[config.mk]
export PLATFORM = sky130hd
export DESIGN_NAME = multi_digit_led_scanner
export DESIGN_NICKNAME = d
export VERILOG_FILES = /design/src/rtl/led_pkg.sv /design/src/rtl/hex_seg_decoder.sv /design/src/rtl/multi_digit_led_scanner.sv
export SDC_FILE = /design/constraint.sdc
export NUM_CORES = 1
export LEC_CHECK = 0
export CAP_MARGIN = 15
export CELL_PAD_IN_SITES_DETAIL_PLACEMENT = 0
export CELL_PAD_IN_SITES_GLOBAL_PLACEMENT = 1
export CORE_MARGIN = 5
export CORE_UTILIZATION = 42
export CTS_CLUSTER_SIZE = 12
export DETAILED_ROUTE_END_ITERATION = 6
export HOLD_SLACK_MARGIN = 0.15
export PLACE_DENSITY = 0.76
export SLEW_MARGIN = 0
export SYNTH_ARGS = -nofsm -noshare
export SYNTH_HDL_FRONTEND = slang
export SYNTH_SLANG_ARGS = --single-unit
[constraint.sdc]
create_clock -name clock -period 2.5 [get_ports clock]
set_input_delay 0.5 -clock clock [delete_from_list [all_inputs] [get_ports clock]]
set_output_delay 0.5 -clock clock [all_outputs]
set_load 0.01 [all_outputs]
[src/rtl/led_pkg.sv]
// Shared constants for the seven-segment scanner: active-high segment
// patterns ordered {a,b,c,d,e,f,g} and the digit-index width helper.
package led_pkg;

  localparam logic [6:0] SEG_0     = 7'b1111110;
  localparam logic [6:0] SEG_1     = 7'b0110000;
  localparam logic [6:0] SEG_2     = 7'b1101101;
  localparam logic [6:0] SEG_3     = 7'b1111001;
  localparam logic [6:0] SEG_4     = 7'b0110011;
  localparam logic [6:0] SEG_5     = 7'b1011011;
  localparam logic [6:0] SEG_6     = 7'b1011111;
  localparam logic [6:0] SEG_7     = 7'b1110000;
  localparam logic [6:0] SEG_8     = 7'b1111111;
  localparam logic [6:0] SEG_9     = 7'b1111011;
  localparam logic [6:0] SEG_A     = 7'b1110111;
  localparam logic [6:0] SEG_B     = 7'b0011111;
  localparam logic [6:0] SEG_C     = 7'b1001110;
  localparam logic [6:0] SEG_D     = 7'b0111101;
  localparam logic [6:0] SEG_E     = 7'b1001111;
  localparam logic [6:0] SEG_F     = 7'b1000111;
  localparam logic [6:0] SEG_BLANK = 7'b0000000;

  // Never returns less than 1 so a two-digit scanner still gets a real index bit.
  function automatic int unsigned clog2(input int unsigned n);
    int unsigned w;
    w = 1;
    while ((32'd1 << w) < n) w++;
    return w;
  endfunction

endpackage

[src/rtl/hex_seg_decoder.sv]
// Combinational hex nibble to active-high seven-segment pattern.
module hex_seg_decoder
  import led_pkg::*;
(
  input  logic [3:0] hex,
  output logic [6:0] seg
);

  always_comb begin
    seg = SEG_BLANK;
    case (hex)
      4'h0: seg = SEG_0;
      4'h1: seg = SEG_1;
      4'h2: seg = SEG_2;
      4'h3: seg = SEG_3;
      4'h4: seg = SEG_4;
      4'h5: seg = SEG_5;
      4'h6: seg = SEG_6;
      4'h7: seg = SEG_7;
      4'h8: seg = SEG_8;
      4'h9: seg = SEG_9;
      4'hA: seg = SEG_A;
      4'hB: seg = SEG_B;
      4'hC: seg = SEG_C;
      4'hD: seg = SEG_D;
      4'hE: seg = SEG_E;
      4'hF: seg = SEG_F;
      default: seg = SEG_BLANK;
    endcase
  end

endmodule

[src/rtl/multi_digit_led_scanner.sv]
// Time-multiplexed common-anode seven-segment scanner with prescaled refresh,
// frame-aligned (tear-free) data loading, blanking and leading-zero suppression.
module multi_digit_led_scanner
  import led_pkg::*;
#(
  parameter int                    NUM_DIGITS       = 4,
  parameter int                    PRESCALE_W       = 16,
  parameter logic [PRESCALE_W-1:0] DEFAULT_PRESCALE = 16'd50000,
  parameter bit                    ACTIVE_LOW       = 1'b1
) (
  input  logic                    clock,
  input  logic                    reset,
  input  logic                    load,
  input  logic [4*NUM_DIGITS-1:0] data_in,
  input  logic [NUM_DIGITS-1:0]   dp_in,
  input  logic [NUM_DIGITS-1:0]   blank_in,
  input  logic                    lz_suppress,
  input  logic [PRESCALE_W-1:0]   prescale,
  output logic [NUM_DIGITS-1:0]   an,
  output logic [6:0]              seg,
  output logic                    dp,
  output logic                    scan_tick,
  output logic                    frame_done
);

  localparam int                    IDX_W    = clog2(NUM_DIGITS);
  localparam logic [IDX_W-1:0]      LAST_IDX = IDX_W'(NUM_DIGITS - 1);
  localparam logic [NUM_DIGITS-1:0] AN_OFF   = {NUM_DIGITS{ACTIVE_LOW}};
  localparam logic [6:0]            SEG_OFF  = {7{ACTIVE_LOW}};

  logic [PRESCALE_W-1:0]   count_q, count_d;
  logic [PRESCALE_W-1:0]   period_q, period_d;
  logic [IDX_W-1:0]        idx_q, idx_d;
  logic                    scan_tick_q, scan_tick_d;
  logic                    frame_done_q, frame_done_d;
  logic [4*NUM_DIGITS-1:0] pend_data_q, pend_data_d;
  logic [NUM_DIGITS-1:0]   pend_dp_q, pend_dp_d;
  logic [NUM_DIGITS-1:0]   pend_blank_q, pend_blank_d;
  logic [4*NUM_DIGITS-1:0] shadow_data_q, shadow_data_d;
  logic [NUM_DIGITS-1:0]   shadow_dp_q, shadow_dp_d;
  logic [NUM_DIGITS-1:0]   shadow_blank_q, shadow_blank_d;
  logic [NUM_DIGITS-1:0]   an_q, an_d;
  logic [6:0]              seg_q, seg_d;
  logic                    dp_q, dp_d;

  logic                    tick, wrap;
  logic [3:0]              nibble;
  logic [6:0]              seg_raw;
  logic [NUM_DIGITS-1:0]   lz_mask;
  logic                    zero_run;
  logic                    digit_blank;
  logic [NUM_DIGITS-1:0]   onehot;

  // The period is registered so a prescale change takes effect one cycle later;
  // the reset value holds off the first tick until a real period is seen.
  always_comb begin
    period_d     = prescale;
    tick         = (count_q == period_q);
    wrap         = tick && (idx_q == LAST_IDX);
    count_d      = tick ? '0 : count_q + PRESCALE_W'(1);
    idx_d        = idx_q;
    if (tick) idx_d = wrap ? '0 : idx_q + IDX_W'(1);
    scan_tick_d  = tick;
    frame_done_d = wrap;
  end

  // pend_*_d already carries a coincident load, so the wrap copy picks it up directly.
  always_comb begin
    pend_data_d    = load ? data_in  : pend_data_q;
    pend_dp_d      = load ? dp_in    : pend_dp_q;
    pend_blank_d   = load ? blank_in : pend_blank_q;
    shadow_data_d  = shadow_data_q;
    shadow_dp_d    = shadow_dp_q;
    shadow_blank_d = shadow_blank_q;
    if (wrap) begin
      shadow_data_d  = pend_data_d;
      shadow_dp_d    = pend_dp_d;
      shadow_blank_d = pend_blank_d;
    end
  end

  // A digit is a leading zero when it and every digit above it hold zero.
  always_comb begin
    lz_mask  = '0;
    zero_run = 1'b1;
    for (int i = NUM_DIGITS - 1; i >= 1; i--) begin
      zero_run   = zero_run && (shadow_data_q[4*i +: 4] == 4'h0);
      lz_mask[i] = zero_run;
    end
  end

  assign nibble = shadow_data_q[{idx_q, 2'b00} +: 4];

  hex_seg_decoder u_dec (
    .hex (nibble),
    .seg (seg_raw)
  );

  always_comb begin
    digit_blank = shadow_blank_q[idx_q] | (lz_suppress & lz_mask[idx_q]);
    onehot      = {{(NUM_DIGITS-1){1'b0}}, 1'b1} << idx_q;
    an_d        = AN_OFF;
    seg_d       = SEG_OFF;
    dp_d        = ACTIVE_LOW;
    if (!digit_blank) begin
      an_d  = onehot ^ {NUM_DIGITS{ACTIVE_LOW}};
      seg_d = seg_raw ^ {7{ACTIVE_LOW}};
      dp_d  = shadow_dp_q[idx_q] ^ ACTIVE_LOW;
    end
  end

  always_ff @(posedge clock) begin
    if (reset) begin
      count_q        <= '0;
      period_q       <= DEFAULT_PRESCALE;
      idx_q          <= '0;
      scan_tick_q    <= 1'b0;
      frame_done_q   <= 1'b0;
      pend_data_q    <= '0;
      pend_dp_q      <= '0;
      pend_blank_q   <= '0;
      shadow_data_q  <= '0;
      shadow_dp_q    <= '0;
      shadow_blank_q <= '0;
      an_q           <= AN_OFF;
      seg_q          <= SEG_OFF;
      dp_q           <= ACTIVE_LOW;
    end else begin
      count_q        <= count_d;
      period_q       <= period_d;
      idx_q          <= idx_d;
      scan_tick_q    <= scan_tick_d;
      frame_done_q   <= frame_done_d;
      pend_data_q    <= pend_data_d;
      pend_dp_q      <= pend_dp_d;
      pend_blank_q   <= pend_blank_d;
      shadow_data_q  <= shadow_data_d;
      shadow_dp_q    <= shadow_dp_d;
      shadow_blank_q <= shadow_blank_d;
      an_q           <= an_d;
      seg_q          <= seg_d;
      dp_q           <= dp_d;
    end
  end

  assign an         = an_q;
  assign seg        = seg_q;
  assign dp         = dp_q;
  assign scan_tick  = scan_tick_q;
  assign frame_done = frame_done_q;

endmodule

==> impl_results.md <==
- Diode count: 0
- Max_cap viols: 0
- Routed len/inst: approximately 14 um
- DIE WIDTH: between 100 and 150 um
- Synth unique cells: 33
- Slowest stage delay, CP: between 0.5 and 0.6 ns
- CTS max path bufs: 2
- Met3 wire len: between 300 and 400 um
- Top Ports: 58
- H-Tree Level Count: 3
- RSZ-0062 raised after global routing: no
- WP buf/inv: 0
- CP Capture Type: flip-flop
- Fill cells: 862
- Final HPWL DP: approximately 5.3 mm
- Final min period: 2.172 ns
- NetSw: between 0.6 and 0.7 mW
- Gate power share: 0.075
- Post-synthesis instance total: ~370
- Crit-path leading delay family: simple AND/OR/NAND/NOR gates
- Largest net degree at the start of global routing: 38
- Main flop type after synthesis: dfxtp_1
- Reg clk slew, reported paths: ~0.1 ns
- Register area: a little under 2000 sq um
- DR vias/cell: about 4.6
- Global-route wire length before repair: between 10 and 15 mm
- Internal power: ~2.1 mW
- Total power: 2.719 mW
- Total Routing Usage GR: 0.1358
- R2R depth: 5
- Area of the multi-input gates: 1932 sq um
- Mapped cell area: approximately 4000 sq um
- Yosys top cell by area: dfxtp_1
- Via count of the first global-routing pass: about 2600
- Area delta synth->final: 21.73%
- Critical-path cell list: xnor2_1, nand4_1, nor4_4, nand2_4, mux2_4
- Placement Cell Area: between 4000 and 5000 sq um
- PostCTS Resize Cnt: 0
- # DRC: 0
- Share of layout cells above drive strength 1: 0.1475
- Hold Path Sink: period_q[2]$_SDFF_PP0_
- Hold Fails Final Rpt: 0
- Syn Area/Cell: between 10 and 15 sq um
- Worst-Margin Slew: roughly 0.74 ns
- Yosys reg bits: 96
- Starting density of the core: 0.4311
- Site row count: 35
- CTS tree: built
- Port Buffers: 57
- Largest cells by area after synthesis: dfxtp_1, mux2_4, mux2i_1, nor2b_1, xnor2_1
- Synth top cells by count: dfxtp_1, nor2_1, nor2b_1
- Critical Path AT: 2.41 ns
- Die ar.: between 10000 and 15000 sq um
- Worst Skew: between 0.01 and 0.015 ns
- M1 WL: between 3 and 4 mm
- Syn. warnings: 0
- Crit start category: flip-flop
- Sinks on Clock Net: between 90 and 100
- First-pass iteration count of the detailed router: 5
- Count leader, synth: dfxtp_1
- Initial antenna violation count: 0
- Critical path class: reg -> reg
- Fmax: about 460 MHz
- Via count: around 2600
- DP Worst Slack: -0.09558 ns
- Maximum VDD drop: 0.2949 mV
- Reg-to-reg critical path startpoint: count_q[10]$_SDFF_PP0_
- Sequential power share: 0.586
- GRT overflow: 0
- Mapped Nets: 422
- Worst-Skew Late Latency: 0.35 ns
- Sequential area share after synthesis: 0.4824
- R2R Path End: shadow_data_q[1]$_SDFFE_PP0P_
- Clk network pwr share: 0.339
- Crit path max-delay cell type: nor4_4
- Total Nets Final: roughly 480
- Iteration-0 DRC Markers: about 100
- RePlAce Congestion: between 0.7 and 0.8
- Post-synth top area share: 0.4824
- Design Area, Final: roughly 4800 sq um
- R2R Setup Slk: roughly 0.33 ns
- CTS root buf: clkbuf_8
- Die height: 107.4 um
- Core box area: just over 9000 sq um
- Sw Ratio: 0.2382
- Worst slew margin relative to its limit: 0.5027
- Max Used Layer: met4
- FFs w/ async S/R, synth: 0
- Slew Viols, Final: 0
- DRT Wirelength: approximately 7.5 mm
- Leak: just under 2 nW
- Antenna viol nets, final: 0
- TritonCTS buffer count: 9
- PwrDens: around 560 nW/um^2
- CP max FO: 24
- Hold path depth: 2
- Final worst-path cycle share: 0.8689
- Number of hold buffers added after cts: 0
- Final setup viols: 0
- DR WL met2: roughly 3.1 mm
- HP Class: in -> reg
- Final TNS setup: 0 ns
- Result of the run: finished, final reports clean
- CP required: roughly 2.7 ns
- Post-CTS setup buffer count: 0
- Hold wc startpoint: reset
- Post-synth EDFFs: 0
- Fin worst setup slack: approximately 0.33 ns
power groups by stage:
stage          registers (mW)  clock network [mW]  logic, mW
2_1_floorplan            1.63                   0      0.102
3_3_place_gp             1.63                   0      0.203
3_5_place_dp             1.63                   0      0.205
4_1_cts                  1.59               0.963      0.206
5_1_grt                  1.60                1.04      0.224
6_report                 1.59               0.923      0.204
cells in the final DEF, fill, tap and decap left out, types with 2 or more instances in the layout:
cell type        netlist  final
a21oi_1                5      5
and4_1                 3      3
buf_4                  1      4
clkbuf_8               0      9
clkdlybuf4s50_1        0     56
clkinvlp_4             0      2
dfxtp_1               96     96
ha_1                  11     11
inv_1                 11     11
inv_6                  0      3
mux2_2                 4      4
mux2_4                20     20
mux2i_1               26     26
mux4_2                 7      7
nand2_1               13     13
nand3_1                7      7
nand4_1                7      7
nor2_1                49     49
nor2b_1               34     34
nor3_1                 3      2
nor4_1                 2      2
o21ai_0                2      2
o221ai_1               4      4
or2_2                  8      8
xnor2_1               22     22
xor2_1                 8      8
area by class of cell:
class,instances,area share
Clock buffer,10,0.02632
Clock inverter,6,0.01032
Inverter,11,0.008514
Multi-Input combinational cell,242,0.3983
Sequential cell,96,0.3963
Tap cell,129,0.03328
Timing Repair Buffer,62,0.1269
registers in the layout (all words and copies together) (netlist names):
signal          cells
count_q            16
pend_data_q        16
period_q           16
shadow_data_q      16
seg                 7
an                  4
pend_blank_q        4
pend_dp_q           4
shadow_blank_q      4
shadow_dp_q         4
idx_q               2
dp                  1
frame_done          1
scan_tick           1
per-stage QoR:
step / utilization / hold slack, ns / instances
6_report: 0.5248 / 0.4912 / 556
4_1_cts: 0.5243 / 0.4799 / 556
5_1_grt: 0.5248 / 0.4998 / 556
3_5_place_dp: 0.5051 / 0.4860 / 540
3_3_place_gp: 0.5051 / 0.4738 / 540
2_1_floorplan: - / 0.4519 / 367
worst max-delay path by stage:
stage | end | slack [ns] | depth (start not counted) | start
after floorplan | seg[3]$_SDFF_PP1_ | 0.35 | 6 | idx_q[0]$_SDFFE_PP0P_
after global placement | seg[4]$_SDFF_PP1_ | 0.06 | 5 | lz_suppress
after detailed placement | seg[1]$_SDFF_PP1_ | -0.1 | 5 | lz_suppress
after CTS | seg[1]$_SDFF_PP1_ | 0.03 | 3 | idx_q[0]$_SDFFE_PP0P_
after global routing | shadow_data_q[5]$_SDFFE_PP0P_ | 0.16 | 5 | count_q[10]$_SDFF_PP0_
final | shadow_data_q[1]$_SDFFE_PP0P_ | 0.33 | 5 | count_q[10]$_SDFF_PP0_
kinds of logic (layout without fill, tap and decap cells):
logic type,Yosys count,in the layout,synth area share
flops,96,96,0.4824
xor+xnor,30,30,0.06595
compound gates,13,13,0.02104
fa+ha+maj,11,11,0.03455
buf+inv,29,89,0.03392
simple gates,131,131,0.1705
mux,57,57,0.1916
layer usage:
layer,track usage,vias to the layer above
li1,-,1340
met1,0.1954,1158
met2,0.1971,48
met3,0.04199,4
met4,0.03517,0
met5,0,-
Note: power is estimated with default switching activity, not from simulation.
